[src/rtl/prog_mem_arbiter.sv]
// Arbitrates the single program-memory port between the fetch unit and the boot/debug loader.
// Grants are combinational; every accepted access is registered and drives memory for exactly one cycle.
module prog_mem_arbiter #(
  parameter int unsigned MEMORY_DEPTH = 256,
  parameter int unsigned DATA_WIDTH   = 32,
  parameter int unsigned STARVE_LIMIT = 4
) (
  input  logic                  clk,
  input  logic                  reset,
  input  logic                  fetch_req,
  input  logic [DATA_WIDTH-1:0] fetch_addr,
  output logic                  fetch_gnt,
  output logic                  fetch_valid,
  output logic [DATA_WIDTH-1:0] fetch_data,
  input  logic                  load_req,
  input  logic                  load_we,
  input  logic                  load_lock,
  input  logic [DATA_WIDTH-1:0] load_addr,
  input  logic [DATA_WIDTH-1:0] load_wdata,
  output logic                  load_gnt,
  output logic                  load_valid,
  output logic [DATA_WIDTH-1:0] load_rdata,
  output logic [DATA_WIDTH-1:0] mem_addr,
  output logic                  mem_we,
  output logic [DATA_WIDTH-1:0] mem_wdata,
  input  logic [DATA_WIDTH-1:0] mem_rdata,
  output logic                  align_err,
  output logic                  range_err
);

  localparam int unsigned CNT_W = 8;
  localparam logic [DATA_WIDTH-1:0] ADDR_LIMIT = DATA_WIDTH'(MEMORY_DEPTH * 4);

  typedef enum logic [1:0] {IDLE, ACC_F, ACC_L} state_t;

  state_t                  state;
  logic [CNT_W-1:0]        wait_cnt;
  logic [DATA_WIDTH-1:2]   acc_addr;
  logic                    acc_we;
  logic                    acc_in_range;
  logic [DATA_WIDTH-1:0]   acc_wdata;

  logic                    starved_c;
  logic [DATA_WIDTH-1:0]   gnt_addr_c;
  logic                    gnt_in_range_c;

  // wait_cnt + 1 > limit is wait_cnt >= limit, written so a zero limit is not a constant compare
  assign starved_c      = load_req && ((32'(wait_cnt) + 32'd1) > STARVE_LIMIT);
  assign gnt_addr_c     = fetch_gnt ? fetch_addr : load_addr;
  assign gnt_in_range_c = gnt_addr_c < ADDR_LIMIT;

  // Lock beats starvation beats fetch priority; at most one grant per cycle
  always_comb begin
    fetch_gnt = 1'b0;
    load_gnt  = 1'b0;
    if (load_lock) begin
      load_gnt = load_req;
    end else if (starved_c) begin
      load_gnt = 1'b1;
    end else if (fetch_req) begin
      fetch_gnt = 1'b1;
    end else begin
      load_gnt = load_req;
    end
  end

  // Memory sees only the registered access; state clears asynchronously so a partial write never commits
  assign mem_addr  = (state == IDLE) ? '0 : {acc_addr, 2'b00};
  assign mem_we    = (state == ACC_L) && acc_we && acc_in_range;
  assign mem_wdata = acc_wdata;

  always_ff @(posedge clk or negedge reset) begin
    if (!reset) begin
      state        <= IDLE;
      wait_cnt     <= '0;
      acc_addr     <= '0;
      acc_we       <= 1'b0;
      acc_in_range <= 1'b0;
      acc_wdata    <= '0;
      fetch_valid  <= 1'b0;
      fetch_data   <= '0;
      load_valid   <= 1'b0;
      load_rdata   <= '0;
      align_err    <= 1'b0;
      range_err    <= 1'b0;
    end else begin
      if (load_req && !load_gnt) begin
        if (wait_cnt != '1) wait_cnt <= wait_cnt + CNT_W'(1);
      end else begin
        wait_cnt <= '0;
      end

      if (fetch_gnt) begin
        state <= ACC_F;
      end else if (load_gnt) begin
        state <= ACC_L;
      end else begin
        state <= IDLE;
      end

      if (fetch_gnt || load_gnt) begin
        acc_addr     <= gnt_addr_c[DATA_WIDTH-1:2];
        acc_we       <= load_gnt && load_we;
        acc_in_range <= gnt_in_range_c;
        acc_wdata    <= load_wdata;
        align_err    <= align_err || (gnt_addr_c[1:0] != 2'b00);
        range_err    <= range_err || !gnt_in_range_c;
      end

      // Completion: out-of-range reads and all writes return zero
      fetch_valid <= (state == ACC_F);
      load_valid  <= (state == ACC_L);
      if (state == ACC_F) begin
        fetch_data <= acc_in_range ? mem_rdata : '0;
      end
      if (state == ACC_L) begin
        load_rdata <= (acc_in_range && !acc_we) ? mem_rdata : '0;
      end
    end
  end

endmodule

[config.mk]
export PLATFORM = sky130hd
export DESIGN_NAME = prog_mem_arbiter
export DESIGN_NICKNAME = d
export VERILOG_FILES = /design/src/rtl/prog_mem_arbiter.sv
export SDC_FILE = /design/constraint.sdc
export NUM_CORES = 1
export LEC_CHECK = 0
export ABC_AREA = 0
export BUFFER_PORTS_ARGS = -buffer_cell sky130_fd_sc_hd__buf_2
export CORE_UTILIZATION = 25
export CTS_CLUSTER_SIZE = 24
export DETAILED_ROUTE_END_ITERATION = 10
export RECOVER_POWER = 100
export SYNTH_ARGS = -nofsm -noshare
export SYNTH_HDL_FRONTEND = slang
export SYNTH_SLANG_ARGS = --single-unit
[constraint.sdc]
create_clock -name clk -period 2.5 [get_ports clk]
set_clock_uncertainty 0.1 [all_clocks]
set_input_delay 0.625 -clock clk [delete_from_list [all_inputs] [get_ports clk]]
set_output_delay 0.625 -clock clk [all_outputs]
set_load 0.005 [all_outputs]
* Word-level counts from Yosys, hierarchy flattened
Index checks and enable logic that the tools add are counted.
** Operators by class
- Bitwise gates (word level) :: 0
- Reductions and logical operators :: 14
- $mul :: 0
- Div/mod/pow operators :: 0
- Mux-type cells :: 14
- Equality and inequality tests :: 4
- Shift-type cells :: 0
- $add $sub $neg :: 2
- $lt $le $gt $ge :: 2
** Operators with widths (number)
- $mux W32 :: 4
- $lt A32 B11 Y1 const B :: 1
- $mux W8 :: 2
- $add A8 B1 Y9 const B :: 1
- $gt A9 B3 Y1 const B :: 1
- $add A8 B1 Y8 const B :: 1
- $ne A8 B8 Y1 const B :: 1
- $logic_and A1 B1 Y1 :: 6
- $mux W1 :: 6
- $mux W2 :: 2
- $logic_not A1 Y1 :: 3
- $logic_or A1 B1 Y1 :: 3
- $eq A2 B1 Y1 const B :: 1
- $eq A2 B2 Y1 const B :: 1
- $logic_not A2 Y1 :: 1
- $ne A2 B1 Y1 const B :: 1
- $reduce_bool A2 Y1 :: 1
** Word-level totals
- Memories kept :: 0
- Flip-flop bits (word level) :: 142
- Word-level logic and storage cells :: 48
- Output and inout port bits :: 135
- Memory bits (writable) :: 0
- Bits of input ports :: 134
- Bits in read-only memories :: 0
- Bits in latches :: 0

* Depth between registers and ports, before layout
Gate-level depths: netlist (run 1).
- Word-level depth :: 9
- Mapped depth :: 8
- Gate-level depth less buffers :: 6

* Worst setup path after synthesis (run 1)
No wires, ideal clock.
- Path type :: register -> output
- Start :: register wait_cnt[0]
- End :: output fetch_gnt
- Arrival :: 1.702 ns
- Buffers on the path :: 1
- Stages on the path, launching flop included :: 8
- Required time :: 1.775 ns
- Setup slack :: 0.073 ns
- Cell sequence :: dfrtp_1 -> ha_1 -> o21ba_2 -> o21ai_0 -> and4b_1 -> buf_2 -> nand3_1 -> o21ai_0
** Between the ends
- Longest elaborated chain between the ends :: 5
** Ends and longest elaborated chain
- start, declared :: RTL line 37 : logic [CNT_W-1:0] wait_cnt;
- start signal, assigned :: RTL line 88 : if (wait_cnt != '1) wait_cnt <= wait_cnt + CNT_W'(1);
- $add A8 B1 Y9 :: RTL line 48 : assign starved_c = load_req && ((32'(wait_cnt) + 32'd1) > STARVE_LIMIT);
- $gt A9 B3 Y1 :: RTL line 48
- $logic_and A1 B1 Y1 :: RTL line 48
- $mux W1 :: RTL line 58 : end else if (starved_c) begin
- $mux W1 :: RTL line 56 : if (load_lock) begin
- end, declared :: RTL line 12 : output logic fetch_gnt,
Every way passes these cells.

* Final worst setup path (run 1)
- Start :: register wait_cnt[1]
- End :: output load_gnt
** Between the ends
- Longest elaborated chain between the ends :: 5
** Ends and longest elaborated chain
- $add A8 B1 Y9 :: RTL line 48
- $gt A9 B3 Y1 :: RTL line 48
- $logic_and A1 B1 Y1 :: RTL line 48
- $mux W1 :: RTL line 58
- $mux W1 :: RTL line 56
- end, declared :: RTL line 20 : output logic load_gnt,
Every way passes these cells.

==> results of run 1 <==
synthesized netlist by cell type (10+ instances only):
master      n
nand4_1    27
dfrtp_1   142
o31ai_1    22
nor4_1     10
clkbuf_1   47
a22o_1     33
and3_1     24
nand2_1   130
nor2b_1    32
o21ai_0    35
a31oi_1    24
mux2_2     32
kinds of logic after synthesis:
family,share of synthesized area
xor+xnor,0.00273
buf+inv,0.0362
flops,0.553
mux,0.0561
compound gates,0.155
simple gates,0.192
fa+ha+maj,0.00390
other cells,0.000584
path summary, 6_finish.rpt:
kind | end | start | cells after the start
min in group clk | acc_we$_DFFE_PN0P_ | load_we | 2
hold / removal | fetch_data[16]$_DFFE_PN0P_ | reset | 1
max in group asynchronous | fetch_data[9]$_DFFE_PN0P_ | reset | 2
setup / recovery | load_gnt | wait_cnt[1]$_DFFE_PN0P_ | 7
setup reg to reg | range_err$_DFFE_PN0P_ | wait_cnt[1]$_DFFE_PN0P_ | 8
hold reg to reg | fetch_data[18]$_DFFE_PN0P_ | fetch_data[18]$_DFFE_PN0P_ | 2
layout make-up:
class                      instances  area share
timing repair buffer             314       0.188
clock inverter                    15      0.0159
sequential                       142       0.396
clock buffer                      17      0.0474
inverter                           3     0.00126
tap                              330      0.0460
multi-input combinational        433       0.305
through the flow:
| stage | setup WS [ns] | setup TNS (ns) | hold WS [ns] | instance area [um2] | util |
|---|---|---|---|---|---|
| 2_1_floorplan | 0.0728 | 0 | 0.229 | 6440 | - |
| 3_3_place_gp | 0.0281 | 0 | 0.359 | 8340 | 0.331 |
| 3_5_place_dp | 0.0505 | 0 | 0.364 | 8340 | 0.331 |
| 4_1_cts | -0.272 | -0.532 | 0.0397 | 8970 | 0.356 |
| 5_1_grt | -0.361 | -0.715 | 0.313 | 8970 | 0.356 |
| 6_report | -0.275 | -0.528 | 0.331 | 8970 | 0.356 |
what timing repair did:
item | in CTS | in global routing
endpoints found under the setup margin | 2 | 2
pin swaps | 5 | 8
resized for setup | 8 | 11
gates cloned | 0 | 0
buffers inserted | 5 | 5
worst max-delay path: stages, from the launching register on:
cell and delay [ns]:
dfrtp_2 0.45, ha_2 0.19, o21ba_4 0.22, o21ai_2 0.07
and4b_2 0.27, buf_6 0.13, a31oi_4 0.16, buf_2 0.14
sequential cells by signal, indices dropped and copies added, names as in the netlist:
name	count
state	2
load_rdata	32
mem_wdata	32
fetch_valid	1
acc_addr	30
fetch_data	32
acc_in_range	1
load_valid	1
align_err	1
range_err	1
acc_we	1
wait_cnt	8
metal layers:
metal	vias up	global-route usage	part of all wire
met1	2946	0.221	0.44
met4	4	0.0566	0.017
met3	30	0.0378	0.072
met2	251	0.259	0.47
met5	-	0	0.0012
li1	2816	-	-
where the power goes:
part | internal (W) | total (W) | switching (W)
logic | 0.000462 | 0.000992 | 0.000530
clock network | 0.00132 | 0.00247 | 0.00115
registers | 0.00254 | 0.00266 | 0.000120
==> results.json, run 1 <==
{
  "status": "complete, but fails checks",
  "violations": "setup timing",
  "setup_ws_ns": -0.275,
  "grt_pass1_vias": 5828,
  "synth_edf_count": 0,
  "syn2layout_area_growth_pct": 39.7,
  "final_common_cell": "buf_2",
  "max_slew_margin": 0.170,
  "synthTopCellsByArea": "dfrtp_1 (55%), nand2_1 (7.6%), mux2_2 (5.6%)",
  "leakage_nw": 4.38,
  "start_util": 0.255,
  "hp-class": "in2async",
  "worst_slew_pin_slew_ns": 1.24,
  "cts.clk_slew.worst_paths_ns": 0.07,
  "fp.dieW_um": 162,
  "cap_viol_max_count": 0,
  "ys_warn_count": 0,
  "cts_sinks": 142,
  "synthFlopType": "dfrtp_1",
  "dp_cells": 1212,
  "dr.pass1.iters": 5,
  "cts_tree": "built",
  "cp-start-kind": "flop",
  "most-common-layout-cells": "buf_2 (265), dfrtp_1 (140), nand2_1 (129)",
  "wl_per_cell_um": 17.4,
  "antenna_cells": 0,
  "nNetsFinal": 1047,
  "clk_latency_ns": 0.42,
  "powerDensity_nw_per_um2": 682,
  "postSynthAreaPerCell_um2": 10.3,
  "syn-cell-area_um2": 6420,
  "fp-row-count": 58,
  "cts_hold_buf": 0,
  "drt_wl_total_um": 21800,
  "ys_types": 43,
  "portBuffers": 266,
  "vias": 6047,
  "antenna_found_initial": 3,
  "async_flop_share": 1.00,
  "overflow": 0,
  "core_um2": 25200,
  "post-route-min-period_ns": 2.77,
  "grt_usage": 0.165,
  "path_class": "reg2out",
  "fill_cells": 2511,
  "ys_seq_area_frac": 0.553,
  "pin_count": 269,
  "layout-drive-gt1-share": 0.430,
  "fmax_mhz": 360,
  "rsz0062_at_grt": "yes",
  "multi_input_area_um2": 2740,
  "drc": 0,
  "finalNonFillerCells": 1254,
  "drtIter0Drc": 588,
  "critPathCaptureType": "primary output",
  "synth_top_area_frac": 0.553,
  "drv_slew": 0,
  "cp.arrival_ns": 2.05,
  "synth_seq_cells": 142,
  "final-setup-viol-count": 2,
  "htreeDepth": 4,
  "clk_path_buf_depth": 2,
  "gp_congestion": 0.849,
  "grt_start_max_net_pins": 45,
  "die_h_um": 162,
  "grt_pass1_wl_um": 33300,
  "seq_area_um2": 3560,
  "synthCells": 626,
  "yosysTopAreaCell": "dfrtp_1",
  "total_power_w": 0.00612,
  "avgViaCountPerCell": 4.82,
  "dieArea_um2": 26300,
  "root_buffer": "clkbuf_16",
  "r2r_setup_slack_ns": 0.16,
  "required_ns": 1.77,
  "hold_viol": 0,
  "worst-path-max-fanout": 4,
  "final_antenna_net_count": 0,
  "place_hpwl_um": 15500,
  "peakVddDrop_mv": 0.294,
  "timing.final.crit_share": 1.11,
  "cts_made_buffers": 17
}
Power figures use the tool's default switching activity.
==> inputs of run 2 (changes only) <==
CAP_MARGIN = 15   (was unset)
clock period = 2.8 ns   (was 2.5 ns; I/O delays follow)
==> run 2 against run 1 <==
The run still ends with setup timing left. Final cell count decreased by 1.1%. Sequential share of layout area increased by 0.22 points. Die area unchanged. Flip-flop and latch count unchanged. Sequential power decreased by 11%. Critical endpoint unchanged. Via count decreased by 1.7%. Register-to-register slack improved by 0.10 ns. Largest cell class unchanged.
==> results.json, run 2 (synthesized netlist as in run 1, its figures left out) <==
{
  "fp.dieW_um": 162,
  "cts_tree": "built",
  "critPathMaxStageDelay_ns": 0.46,
  "grt_pass1_wl_um": 33400,
  "cts_sinks": 142,
  "grt_usage": 0.164,
  "drc": 0,
  "nNetsFinal": 1032,
  "clk_path_buf_depth": 2,
  "startpoint": "wait_cnt[1]$_DFFE_PN0P_",
  "status": "complete, but fails checks",
  "antenna_found_initial": 1,
  "die_h_um": 162,
  "start_util": 0.255,
  "grt_start_max_net_pins": 66,
  "overflow": 0,
  "timing.final.crit_share": 1.02,
  "cp-start-kind": "flop",
  "avgViaCountPerCell": 4.79,
  "hold_viol": 0,
  "fmax_mhz": 350,
  "root_buffer": "clkbuf_16",
  "syn2layout_area_growth_pct": 38.9,
  "cp_cell_sequence": "ha_2, o21ba_4, o21ai_2, and4b_2, buf_6, a31oi_4, buf_2",
  "cts.clk_slew.worst_paths_ns": 0.07,
  "wl_met1_um": 9700,
  "total_power_w": 0.00573,
  "drt_wl_total_um": 21400,
  "cap_viol_max_count": 0,
  "grt_pass1_vias": 6022,
  "reg2reg_from": "wait_cnt[1]$_DFFE_PN0P_",
  "place_hpwl_um": 15200,
  "required_ns": 2.00,
  "worst-path-max-fanout": 4,
  "powerDensity_nw_per_um2": 642,
  "post-route-min-period_ns": 2.86,
  "violations": "setup timing",
  "final_common_cell": "buf_2",
  "clk_latency_ns": 0.42,
  "worstHoldStart": "fetch_data[5]$_DFFE_PN0P_",
  "pin_count": 269,
  "critPathCaptureType": "primary output",
  "cp.arrival_ns": 2.06,
  "route.met2.wl_um": 10000,
  "fp-row-count": 58,
  "htreeDepth": 4,
  "dieArea_um2": 26300,
  "hp-class": "reg2reg",
  "dr.pass1.iters": 4,
  "met3_length_um": 1350,
  "cts_hold_buf": 0,
  "worst_slew_pin_slew_ns": 1.33,
  "max_slew_margin": 0.116,
  "peakVddDrop_mv": 0.299,
  "leakage_nw": 4.35,
  "layout-drive-gt1-share": 0.420,
  "setup_ws_ns": -0.0551,
  "drv_slew": 0,
  "cts_made_buffers": 17,
  "gp_congestion": 0.846,
  "final-setup-viol-count": 2,
  "crit_path_top_delay_cell": "dfrtp_2",
  "portBuffers": 266,
  "vias": 5943,
  "wl_per_cell_um": 17.2,
  "top_layer": "met4",
  "drtIter0Drc": 454,
  "path_class": "reg2out",
  "fin_util": 0.354,
  "final_antenna_net_count": 0,
  "core_um2": 25200,
  "most-common-layout-cells": "buf_2 (265), dfrtp_1 (140), nand2_1 (130)",
  "rsz0062_at_grt": "yes"
}
==> run 2: final timing paths <==
| path | end | slack [ns] | cells past startpoint |
|---|---|---|---|
| setup / recovery | load_gnt | -0.06 | 7 |
| hold / removal | fetch_data[5]$_DFFE_PN0P_ | 0.37 | 2 |
| setup reg to reg | range_err$_DFFE_PN0P_ | 0.26 | 9 |
| hold reg to reg | fetch_data[5]$_DFFE_PN0P_ | 0.37 | 2 |
| max in group asynchronous | wait_cnt[1]$_DFFE_PN0P_ | 0.44 | 2 |
| min in group asynchronous | fetch_data[17]$_DFFE_PN0P_ | 0.48 | 1 |
==> run 2: layer usage <==
| layer | global-route usage | vias up |
|---|---|---|
| met5 | 0 | - |
| met4 | 0.0540 | 0 |
| met3 | 0.0386 | 24 |
| met2 | 0.258 | 257 |
| met1 | 0.220 | 2872 |
| li1 | - | 2790 |
==> run 2: per-stage QoR <==
stage	setup TNS [ns]	instance area, um2	worst slack [ns]	instances	hold slack, ns
after floorplan	0	6440	0.298	632	0.304
after global placement	0	8250	0.173	1201	0.358
after detailed placement	0	8250	0.128	1201	0.365
after CTS	-0.0645	8980	-0.0645	1238	0.146
after global routing	-0.236	8920	-0.136	1240	0.386
final	-0.0639	8920	-0.0551	1240	0.375
==> run 2: area by class of cell <==
cell class                 instances  area [um2]
fill                            2585       16300
multi-input combinational        433        2730
sequential                       142        3560
inverter                           3        11.3
timing repair buffer             299        1580
clock inverter                    15         213
tap                              330         413
antenna                            1        2.50
clock buffer                      17         425
==> run 2: critical path, delay by kind of cell (launching register included) <==
kind            cells  cell delay, ns
flops               1            0.46
buf+inv             2            0.28
simple gates        1            0.24
fa+ha+maj           1            0.20
compound gates      3            0.46
==> run 2: timing repair <==
| action | 4_1_cts | 5_1_grt |
|---|---|---|
| gates resized for setup | 15 | 1 |
| pin swaps | 5 | 2 |
| setup buffers | 5 | 0 |
| gates cloned | 0 | 0 |
| endpoints found under the setup margin | 2 | 2 |
==> run 2: where the power goes <==
group	internal [W]	switching, W	total, W	leakage (nW)
Combinational	0.000407	0.000469	0.000875	2.27
Clock	0.00146	0.00103	0.00249	0.314
Sequential	0.00226	0.000106	0.00237	1.76
Total	0.00413	0.00160	0.00573	4.35
==> inputs of run 3 (changes only) <==
CORE_UTILIZATION = 40   (was 25)
PLACE_DENSITY = 0.69   (was unset)
==> run 3 against run 2 <==
The flow finishes with violations (capacitance limit, slew limit, setup timing). Utilization rose by 21 points. Die area decreased by 37%. Largest power group is now registers. Combinational power down 2%. Non-clock buffer count down 7. Routed wire length fell by 13%. Flip-flop and latch count did not move. Register-to-register slack improved by 0.10 ns. Critical path depth decreased by 2. First-iteration DRC count is 24% lower. Final cell count is 10% lower. Critical endpoint unchanged. Power fell by 5.7%.
==> results.json, run 3 (synthesized netlist as in run 1, its figures left out) <==
{
  "syn2layout_area_growth_pct": 35.3,
  "grt_usage": 0.226,
  "drc": 0,
  "clk_path_buf_depth": 2,
  "crit_path_top_delay_cell": "dfrtp_2",
  "ff2ff_path_depth": 8,
  "timing.final.crit_share": 1.01,
  "fmax_mhz": 353,
  "status": "complete, but fails checks",
  "final_antenna_net_count": 0,
  "fin_util": 0.563,
  "worst_slew_pin_slew_ns": 1.53,
  "portBuffers": 266,
  "grt_start_max_net_pins": 66,
  "nNetsFinal": 1025,
  "required_ns": 2.00,
  "holdWs_ns": 0.370,
  "path_class": "reg2out",
  "final-setup-viol-count": 1,
  "final_common_cell": "buf_2",
  "pin_count": 269,
  "worstHoldPathCells": 2,
  "powerDensity_nw_per_um2": 622,
  "setup_ws_ns": -0.0351,
  "fp-row-count": 45,
  "root_buffer": "clkbuf_16",
  "dp_slack_ns": 0.222,
  "antenna_found_initial": 2,
  "layout-drive-gt1-share": 0.417,
  "leakage_nw": 4.29,
  "violations": "capacitance limit, slew limit, setup timing",
  "wl_per_cell_um": 16.8,
  "grt_pass1_vias": 5535,
  "worst-path-max-fanout": 5,
  "core_um2": 15400,
  "cp-start-kind": "flop",
  "die_h_um": 129,
  "overflow": 0,
  "drtIter0Drc": 345,
  "cts.clk_slew.worst_paths_ns": 0.06,
  "cap_viol_max_count": 1,
  "rsz0062_at_grt": "yes",
  "critPathCaptureType": "primary output",
  "dr.pass1.iters": 5,
  "total_power_w": 0.00540,
  "start_util": 0.416,
  "max_slew_margin": -0.0218,
  "cts_hold_buf": 0,
  "vias": 5885,
  "hold_viol": 0,
  "hp-class": "reg2reg",
  "cp_cell_sequence": "nand3_2, o21a_1, or3_4, a31oi_4, buf_2",
  "cp.arrival_ns": 2.04,
  "drt_wl_total_um": 18700,
  "drv_slew": 61,
  "htreeDepth": 4,
  "post-route-min-period_ns": 2.84,
  "clk_latency_ns": 0.41,
  "dieArea_um2": 16600,
  "fp.dieW_um": 129,
  "cts_tree": "built",
  "avgViaCountPerCell": 5.28,
  "gp_congestion": 0.842,
  "place_hpwl_um": 12900,
  "critPathMaxStageDelay_ns": 0.46,
  "grt_pass1_wl_um": 28800,
  "most-common-layout-cells": "buf_2 (266), dfrtp_1 (139), nand2_1 (130)",
  "cts_sinks": 142,
  "peakVddDrop_mv": 0.403,
  "cts_made_buffers": 17
}
==> run 3: per-stage QoR <==
step / instances / setup TNS, ns / cell area [um2]
floorplan: 632 / 0 / 6440
CTS: 1112 / -0.0564 / 8710
global placement: 1080 / 0 / 8070
global route: 1114 / -1.08 / 8690
detailed placement: 1080 / 0 / 8070
finish: 1114 / -0.0351 / 8690
==> run 3: layout make-up <==
type / instances / area [um2]
clock buffer: 20 / 467
sequential: 142 / 3560
clock inverter: 12 / 108
tap: 211 / 264
timing repair buffer: 292 / 1540
inverter: 3 / 11.3
fill: 1444 / 6740
antenna: 1 / 2.50
multi-input combinational: 433 / 2750
==> run 3: report_power, final <==
group | switching (W) | total (W) | internal (W)
sequential | 0.000104 | 0.00237 | 0.00227
clock | 0.000879 | 0.00218 | 0.00130
combinational | 0.000453 | 0.000858 | 0.000405
total | 0.00144 | 0.00540 | 0.00397
==> run 3: critical path: cells and delay by family, from the launching register on <==
family,cells,cell delay [ns]
compound gates,2,0.46
simple gates,2,0.57
flops,1,0.46
buf+inv,1,0.14
==> run 3: routing by layer <==
layer,track usage,vias up,share of wire
li1,-,2778,-
met1,0.292,2791,0.42
met2,0.364,292,0.48
met3,0.0603,24,0.090
met4,0.0817,0,0.017
met5,0,-,0
==> run 3: what timing repair did <==
| item | CTS | global route |
|---|---|---|
| gates resized for setup | 16 | 4 |
| endpoints found under the setup margin | 2 | 2 |
| buffers inserted | 0 | 1 |
| pin swaps | 7 | 4 |
==> run 3: worst paths after layout <==
kind | start | to | slack, ns
worst min register to register | fetch_data[24]$_DFFE_PN0P_ | fetch_data[24]$_DFFE_PN0P_ | 0.37
worst max-delay path | wait_cnt[0]$_DFFE_PN0P_ | load_gnt | -0.04
worst max register to register | wait_cnt[0]$_DFFE_PN0P_ | range_err$_DFFE_PN0P_ | 0.36
max in group asynchronous | reset | load_rdata[18]$_DFFE_PN0P_ | 0.40
min in group asynchronous | reset | load_rdata[0]$_DFFE_PN0P_ | 0.56
worst min-delay path | fetch_data[24]$_DFFE_PN0P_ | fetch_data[24]$_DFFE_PN0P_ | 0.37
